==> src/rtl/motor_pkg.sv <==
// Shared types and default timing constants for the servo PWM driver.
// Default frame timing assumes a 100 MHz clock (20 ms frame, 1.0/1.5/2.0 ms pulses).
package motor_pkg;

  typedef enum logic [1:0] {
    IDLE = 2'd0,
    HIGH = 2'd1,
    LOW  = 2'd2
  } chan_state_t;

  localparam int DEF_CNT_W      = 25;
  localparam int DEF_PERIOD     = 2_000_000;
  localparam int DEF_PULSE_FWD  = 200_000;
  localparam int DEF_PULSE_REV  = 100_000;
  localparam int DEF_PULSE_STOP = 150_000;
  localparam int DEF_RAMP_STEP  = 10_000;

  // Move cur toward tgt by at most step; lands exactly on tgt when close enough.
  function automatic int ramp_toward(input int cur, input int tgt, input int step);
    if (tgt > cur) begin
      return ((tgt - cur) > step) ? (cur + step) : tgt;
    end
    return ((cur - tgt) > step) ? (cur - step) : tgt;
  endfunction

endpackage

==> src/rtl/pwm_channel.sv <==
// One servo PWM channel: IDLE/HIGH/LOW frame FSM, in-frame cycle counter and
// latched pulse width. Direction is only looked at when a frame starts.
// Optional feature macro: MOTOR_RAMP_EN (width slews by RAMP_STEP per frame,
// starting from PULSE_STOP whenever the channel leaves IDLE).
module pwm_channel
  import motor_pkg::*;
#(
  parameter int PERIOD     = DEF_PERIOD,
  parameter int PULSE_FWD  = DEF_PULSE_FWD,
  parameter int PULSE_REV  = DEF_PULSE_REV,
  parameter int PULSE_STOP = DEF_PULSE_STOP,
  parameter int RAMP_STEP  = DEF_RAMP_STEP
) (
  input  logic clk,
  input  logic reset,
  input  logic motor_reset_i,
  input  logic direction_i,
  output logic pwm_o
);

  localparam int PW = $clog2(PERIOD);
  localparam logic [PW-1:0] LAST_CNT = PW'(PERIOD - 1);

  // Catch impossible timing sets at elaboration rather than on the bench.
  if (!((PULSE_REV < PULSE_STOP) && (PULSE_STOP < PULSE_FWD) &&
        (PULSE_FWD < PERIOD) && (PULSE_REV > 0) && (RAMP_STEP > 0))) begin : g_bad_params
    $error("pwm_channel: need 0 < PULSE_REV < PULSE_STOP < PULSE_FWD < PERIOD and RAMP_STEP > 0");
  end

  chan_state_t   state_q, state_d;
  logic [PW-1:0] per_cnt_q, per_cnt_d;
  logic [PW-1:0] width_q, width_d;
  logic          pwm_q;

  logic [PW-1:0] target_width;
  logic [PW-1:0] start_width;  // width of the first frame after leaving IDLE
  logic [PW-1:0] step_width;   // width of each following frame

  assign target_width = direction_i ? PW'(PULSE_FWD) : PW'(PULSE_REV);

`ifdef MOTOR_RAMP_EN
  assign start_width = PW'(PULSE_STOP);
  assign step_width  = PW'(ramp_toward(int'(width_q), int'(target_width), RAMP_STEP));
`else
  assign start_width = target_width;
  assign step_width  = target_width;
`endif

  // Next-state logic: abort on motor_reset beats any frame boundary.
  always_comb begin
    state_d   = state_q;
    per_cnt_d = per_cnt_q;
    width_d   = width_q;
    unique case (state_q)
      IDLE: begin
        per_cnt_d = '0;
        if (!motor_reset_i) begin
          state_d = HIGH;
          width_d = start_width;
        end
      end
      HIGH: begin
        if (motor_reset_i) begin
          state_d   = IDLE;
          per_cnt_d = '0;
        end else begin
          per_cnt_d = per_cnt_q + PW'(1);
          if (per_cnt_q == (width_q - PW'(1))) begin
            state_d = LOW;
          end
        end
      end
      LOW: begin
        if (motor_reset_i) begin
          state_d   = IDLE;
          per_cnt_d = '0;
        end else if (per_cnt_q == LAST_CNT) begin
          state_d   = HIGH;
          per_cnt_d = '0;
          width_d   = step_width;
        end else begin
          per_cnt_d = per_cnt_q + PW'(1);
        end
      end
      default: begin
        state_d   = IDLE;
        per_cnt_d = '0;
      end
    endcase
  end

  // State registers; pwm is registered so it is high exactly while in HIGH.
  always_ff @(posedge clk) begin
    if (reset) begin
      state_q   <= IDLE;
      per_cnt_q <= '0;
      width_q   <= PW'(PULSE_STOP);
      pwm_q     <= 1'b0;
    end else begin
      state_q   <= state_d;
      per_cnt_q <= per_cnt_d;
      width_q   <= width_d;
      pwm_q     <= (state_d == HIGH);
    end
  end

  assign pwm_o = pwm_q;

endmodule

==> src/rtl/motor_pwm_driver.sv <==
// Servo PWM stage of the line follower: two independent wheel channels plus
// the shared saturating timebase `count` that the controller clears.
// Optional feature macro: MOTOR_RAMP_EN (handled inside pwm_channel).
module motor_pwm_driver
  import motor_pkg::*;
#(
  parameter int CNT_W      = DEF_CNT_W,
  parameter int PERIOD     = DEF_PERIOD,
  parameter int PULSE_FWD  = DEF_PULSE_FWD,
  parameter int PULSE_REV  = DEF_PULSE_REV,
  parameter int PULSE_STOP = DEF_PULSE_STOP,
  parameter int RAMP_STEP  = DEF_RAMP_STEP
) (
  input  logic             clk,
  input  logic             reset,
  input  logic             count_reset,
  input  logic             motor_l_reset,
  input  logic             motor_l_direction,
  input  logic             motor_r_reset,
  input  logic             motor_r_direction,
  output logic [CNT_W-1:0] count,
  output logic             pwm_l,
  output logic             pwm_r
);

  logic [CNT_W-1:0] count_q, count_d;

  // Channel index 0 = left wheel, 1 = right wheel.
  logic [1:0] chan_off;
  logic [1:0] chan_dir;
  logic [1:0] chan_pwm;

  assign chan_off = {motor_r_reset, motor_l_reset};
  assign chan_dir = {motor_r_direction, motor_l_direction};

  // Timebase increment that sticks at all-ones instead of wrapping.
  always_comb begin
    count_d = count_q;
    if (count_q != '1) begin
      count_d = count_q + CNT_W'(1);
    end
  end

  // Timebase register, cleared by global reset or the controller.
  always_ff @(posedge clk) begin
    if (reset || count_reset) begin
      count_q <= '0;
    end else begin
      count_q <= count_d;
    end
  end

  for (genvar gi = 0; gi < 2; gi++) begin : g_chan
    pwm_channel #(
      .PERIOD     (PERIOD),
      .PULSE_FWD  (PULSE_FWD),
      .PULSE_REV  (PULSE_REV),
      .PULSE_STOP (PULSE_STOP),
      .RAMP_STEP  (RAMP_STEP)
    ) u_chan (
      .clk           (clk),
      .reset         (reset),
      .motor_reset_i (chan_off[gi]),
      .direction_i   (chan_dir[gi]),
      .pwm_o         (chan_pwm[gi])
    );
  end

  assign count = count_q;
  assign pwm_l = chan_pwm[0];
  assign pwm_r = chan_pwm[1];

endmodule

==> config.mk <==
export PLATFORM = sky130hd
export DESIGN_NAME = motor_pwm_driver
export DESIGN_NICKNAME = d
export VERILOG_FILES = /design/src/rtl/motor_pkg.sv /design/src/rtl/pwm_channel.sv /design/src/rtl/motor_pwm_driver.sv
export SDC_FILE = /design/constraint.sdc
export NUM_CORES = 1
export LEC_CHECK = 0
export CAP_MARGIN = 20
export CORE_MARGIN = 5
export CORE_UTILIZATION = 45
export CTS_CLUSTER_SIZE = 8
export DETAILED_ROUTE_END_ITERATION = 16
export GPL_ROUTABILITY_DRIVEN = 0
export HOLD_SLACK_MARGIN = 0.12
export PLACE_DENSITY = 0.67
export SLEW_MARGIN = 20
export SYNTH_ARGS = -nofsm -noshare
export SYNTH_HDL_FRONTEND = slang
export SYNTH_SLANG_ARGS = --single-unit
==> constraint.sdc <==
create_clock -name clk -period 4.7 [get_ports clk]
set_clock_uncertainty 0.1 [all_clocks]
set_input_delay 0.47 -clock clk [delete_from_list [all_inputs] [get_ports clk]]
set_output_delay 0.47 -clock clk [all_outputs]
set_load 0.1 [all_outputs]
==> summary.md <==
| Metric | Value |
|---|---|
| Status | `finished clean` |
| Reg2Reg Setup Slack | `1.79 ns` |
| Synthesized Nets | `575` |
| Clk pwr share | `0.403` |
| Area delta synth->final | `13.7%` |
| Fin crit share | `0.618` |
| Synth area leaders | `dfxtp_1, nor2_1, xor2_1, xnor2_1, ha_1` |
| CTS tree | `done` |
| Place WS | `1.97 ns` |
| Vias per cell | `5.43` |
| Critical-path cell list | `inv_1 > ha_1 > nor4b_1 > xnor2_1 > o21ai_0 > a2111oi_0 > a31oi_1 > o21ba_2` |
| Commonest non-fill, non-tap cell in the layout | `nor2_1` |
| Remaining antenna violation count after routing | `0` |
| Worst slew pin tran | `0.984 ns` |
| Mapped Cells | `555` |
| Worst setup margin | `1.79 ns` |
| Setup TNS | `0 ns` |
| Hold Path Class | `register to register` |
| I/O pin count | `34` |
| Total Routing Usage GR | `0.161` |
| Mapped Avg Cell Area | `8.23 sq um` |
| Die width | `111 microns` |
| N_diodes | `0` |
| Min Tclk post-route | `2.91 ns` |
| Core ar. | `0.00982 sq mm` |
| Crit path kind | `register to register` |
| Synth top area share | `0.364` |
| Reg clk slew, reported paths | `0.09 ns` |
| Vias | `3887` |
| Hpwl dp | `7130 microns` |
| Final setup vio count | `0` |
| Unrepaired setup endpoints after global routing | `no` |
| Commonest cells after routing, fill and taps aside | `nor2_1, dfxtp_1, xor2_1` |
| Max frequency | `344 MHz` |
| Drt wl/cell | `13.7 microns` |
| Rel. slew slack | `0.342` |
| Pwr dens | `279 mW/mm^2` |
| WP buf/inv | `1` |
| Initial antenna violation count | `0` |
| Initial Util | `0.465` |
| Crit Path Max Fanout | `8` |
| Share of cells above drive strength 1 | `0.0497` |
| Drt total wl | `9790 microns` |
| Ys Warns | `0` |
| DRC viols | `0` |
| Post-CTS Hold Fix Bufs | `0` |
| Sw frac | `0.245` |
| Static leakage | `1.80 nW` |
| CP peak stage delay | `0.63 ns` |
| Largest net degree at the start of global routing | `26` |
| Synthesized flop and latch total | `83` |
| CTS Buffer Depth | `2` |
| Row cnt | `36` |
| Cell area after synthesis | `0.00457 sq mm` |
| Final Slew Violations | `0` |
| Port bufs | `33` |
| Ys flop type | `dfxtp_1` |
| Chip height | `111 microns` |
| CTS Sinks | `83` |
| Sequential power share | `0.509` |
| Global-route wire length before repair | `16900 microns` |
| Min Hold Slack | `0.364 ns` |
| Tot Pwr | `1.45 mW` |
| Pre-antenna DRT Iters | `4` |
| CP max stage cell | `a2111oi_0` |
| Vias in the first global route | `3630` |
| P_sw | `0.355 mW` |
| Critical path capture point type | `register` |
| Synth unique cells | `61` |
| Cell type with the highest aggregate area in the netlist | `dfxtp_1` |
| Setup crit start kind | `register` |
| Fin. Hold Viols | `0` |
| Crit-path leading delay family | `compound AO/OA/AOI/OAI gates` |
| Max_cap viols | `0` |
| CTS Buf Count | `9` |
| FFs w/ async S/R, synth | `0` |
| Combinational share of power | `0.089` |
| Post-CTS setup buffers | `0` |
| Internal Power | `1.09 mW` |
| Register area share after synthesis | `0.364` |
| Clk Latency, worst-skew pair | `0.36 ns` |
| Max IR drop VDD | `0.153 mV` |
| CP required | `4.86 ns` |
| Iteration-0 DRC Markers | `196` |
| Worst Path Arrival | `3.07 ns` |
| Resized Gates After CTS | `0` |
| DIE AREA | `0.0123 sq mm` |
| Number of flops mapped to enable cells by yosys | `0` |
| Design Area, Final | `0.00519 sq mm` |
| Total grt overflow | `0` |
| Placed cell area | `0.00497 sq mm` |
| CTS H-tree depth | `3` |
| Root Driver | `clkbuf_8` |
| Fin nets | `598` |
==> stage by stage <==
| step | std cells | util |
|---|---|---|
| after floorplan | 555 | - |
| after global placement | 700 | 0.506 |
| after detailed placement | 700 | 0.506 |
| after CTS | 716 | 0.529 |
| after global routing | 716 | 0.529 |
| final | 716 | 0.529 |
==> power by group through the flow <==
stage	combinational [mW]	sequential [mW]	clock, mW
CTS	0.128	0.736	0.598
global route	0.141	0.739	0.626
detailed placement	0.128	0.752	0
floorplan	0.0906	0.759	0
finish	0.128	0.736	0.583
global placement	0.126	0.752	0
==> metal layers <==
| layer | share of wire | vias to the layer above | global-route usage |
|---|---|---|---|
| met2 | 0.46 | 96 | 0.256 |
| met1 | 0.46 | 1799 | 0.213 |
| li1 | - | 1979 | - |
| met4 | 0.019 | 0 | 0.0673 |
| met3 | 0.063 | 13 | 0.0306 |
| met5 | 0 | - | 0 |
==> flip-flops by register name (all words and copies together) (netlist names) <==
signal and flops:
g_chan.u_chan.state_q 4, count 25, g_chan.u_chan.width_q 10, g_chan.u_chan.per_cnt_q 42
g_chan.u_chan.pwm_o 2
==> layout make-up <==
class / count / area (sq um)
Clock buffer: 12 / 155
Clock inverter: 4 / 72.6
Fill cell: 960 / 4630
Inverter: 24 / 90.1
Multi-Input combinational cell: 426 / 2710
Sequential cell: 83 / 1660
Tap cell: 133 / 166
Timing Repair Buffer: 34 / 338
==> path summary, 6_finish.rpt <==
| path | start | cells after the start | endpoint |
|---|---|---|---|
| max | g_chan[0].u_chan.width_q[14] | 8 | g_chan[0].u_chan.pwm_o |
| min | g_chan[1].u_chan.per_cnt_q[0] | 1 | g_chan[1].u_chan.per_cnt_q[0] |
| max reg2reg | g_chan[0].u_chan.width_q[14] | 8 | g_chan[0].u_chan.pwm_o |
| min reg2reg | g_chan[1].u_chan.per_cnt_q[0] | 1 | g_chan[1].u_chan.per_cnt_q[0] |
==> cells in the mapped netlist (all sizes together), types with 4 or more instances <==
cell type / instances
nor4: 9
nor2: 96
a211oi: 5
nor3: 16
mux2i: 5
xor2: 40
nor4b: 5
o21ai: 10
and4: 12
inv: 24
nor2b: 4
nor3b: 4
o21bai: 4
clkbuf: 15
a31oi: 7
nand2: 37
ha: 13
nand4: 13
buf: 6
a21oi: 20
xnor2: 37
nand3: 30
and3: 10
dfxtp: 83
nand2b: 5
==> cell families after synthesis <==
logic type	Yosys count	synth area share
buffers and inverters	46	0.0430
and+or+nand+nor	258	0.290
xor gates and xnor gates	77	0.148
muxes	5	0.0110
DFF	83	0.364
AOI/OAI and AO/OA	73	0.110
adders and majority gates	13	0.0356
Power figures use the tool's default switching activity.
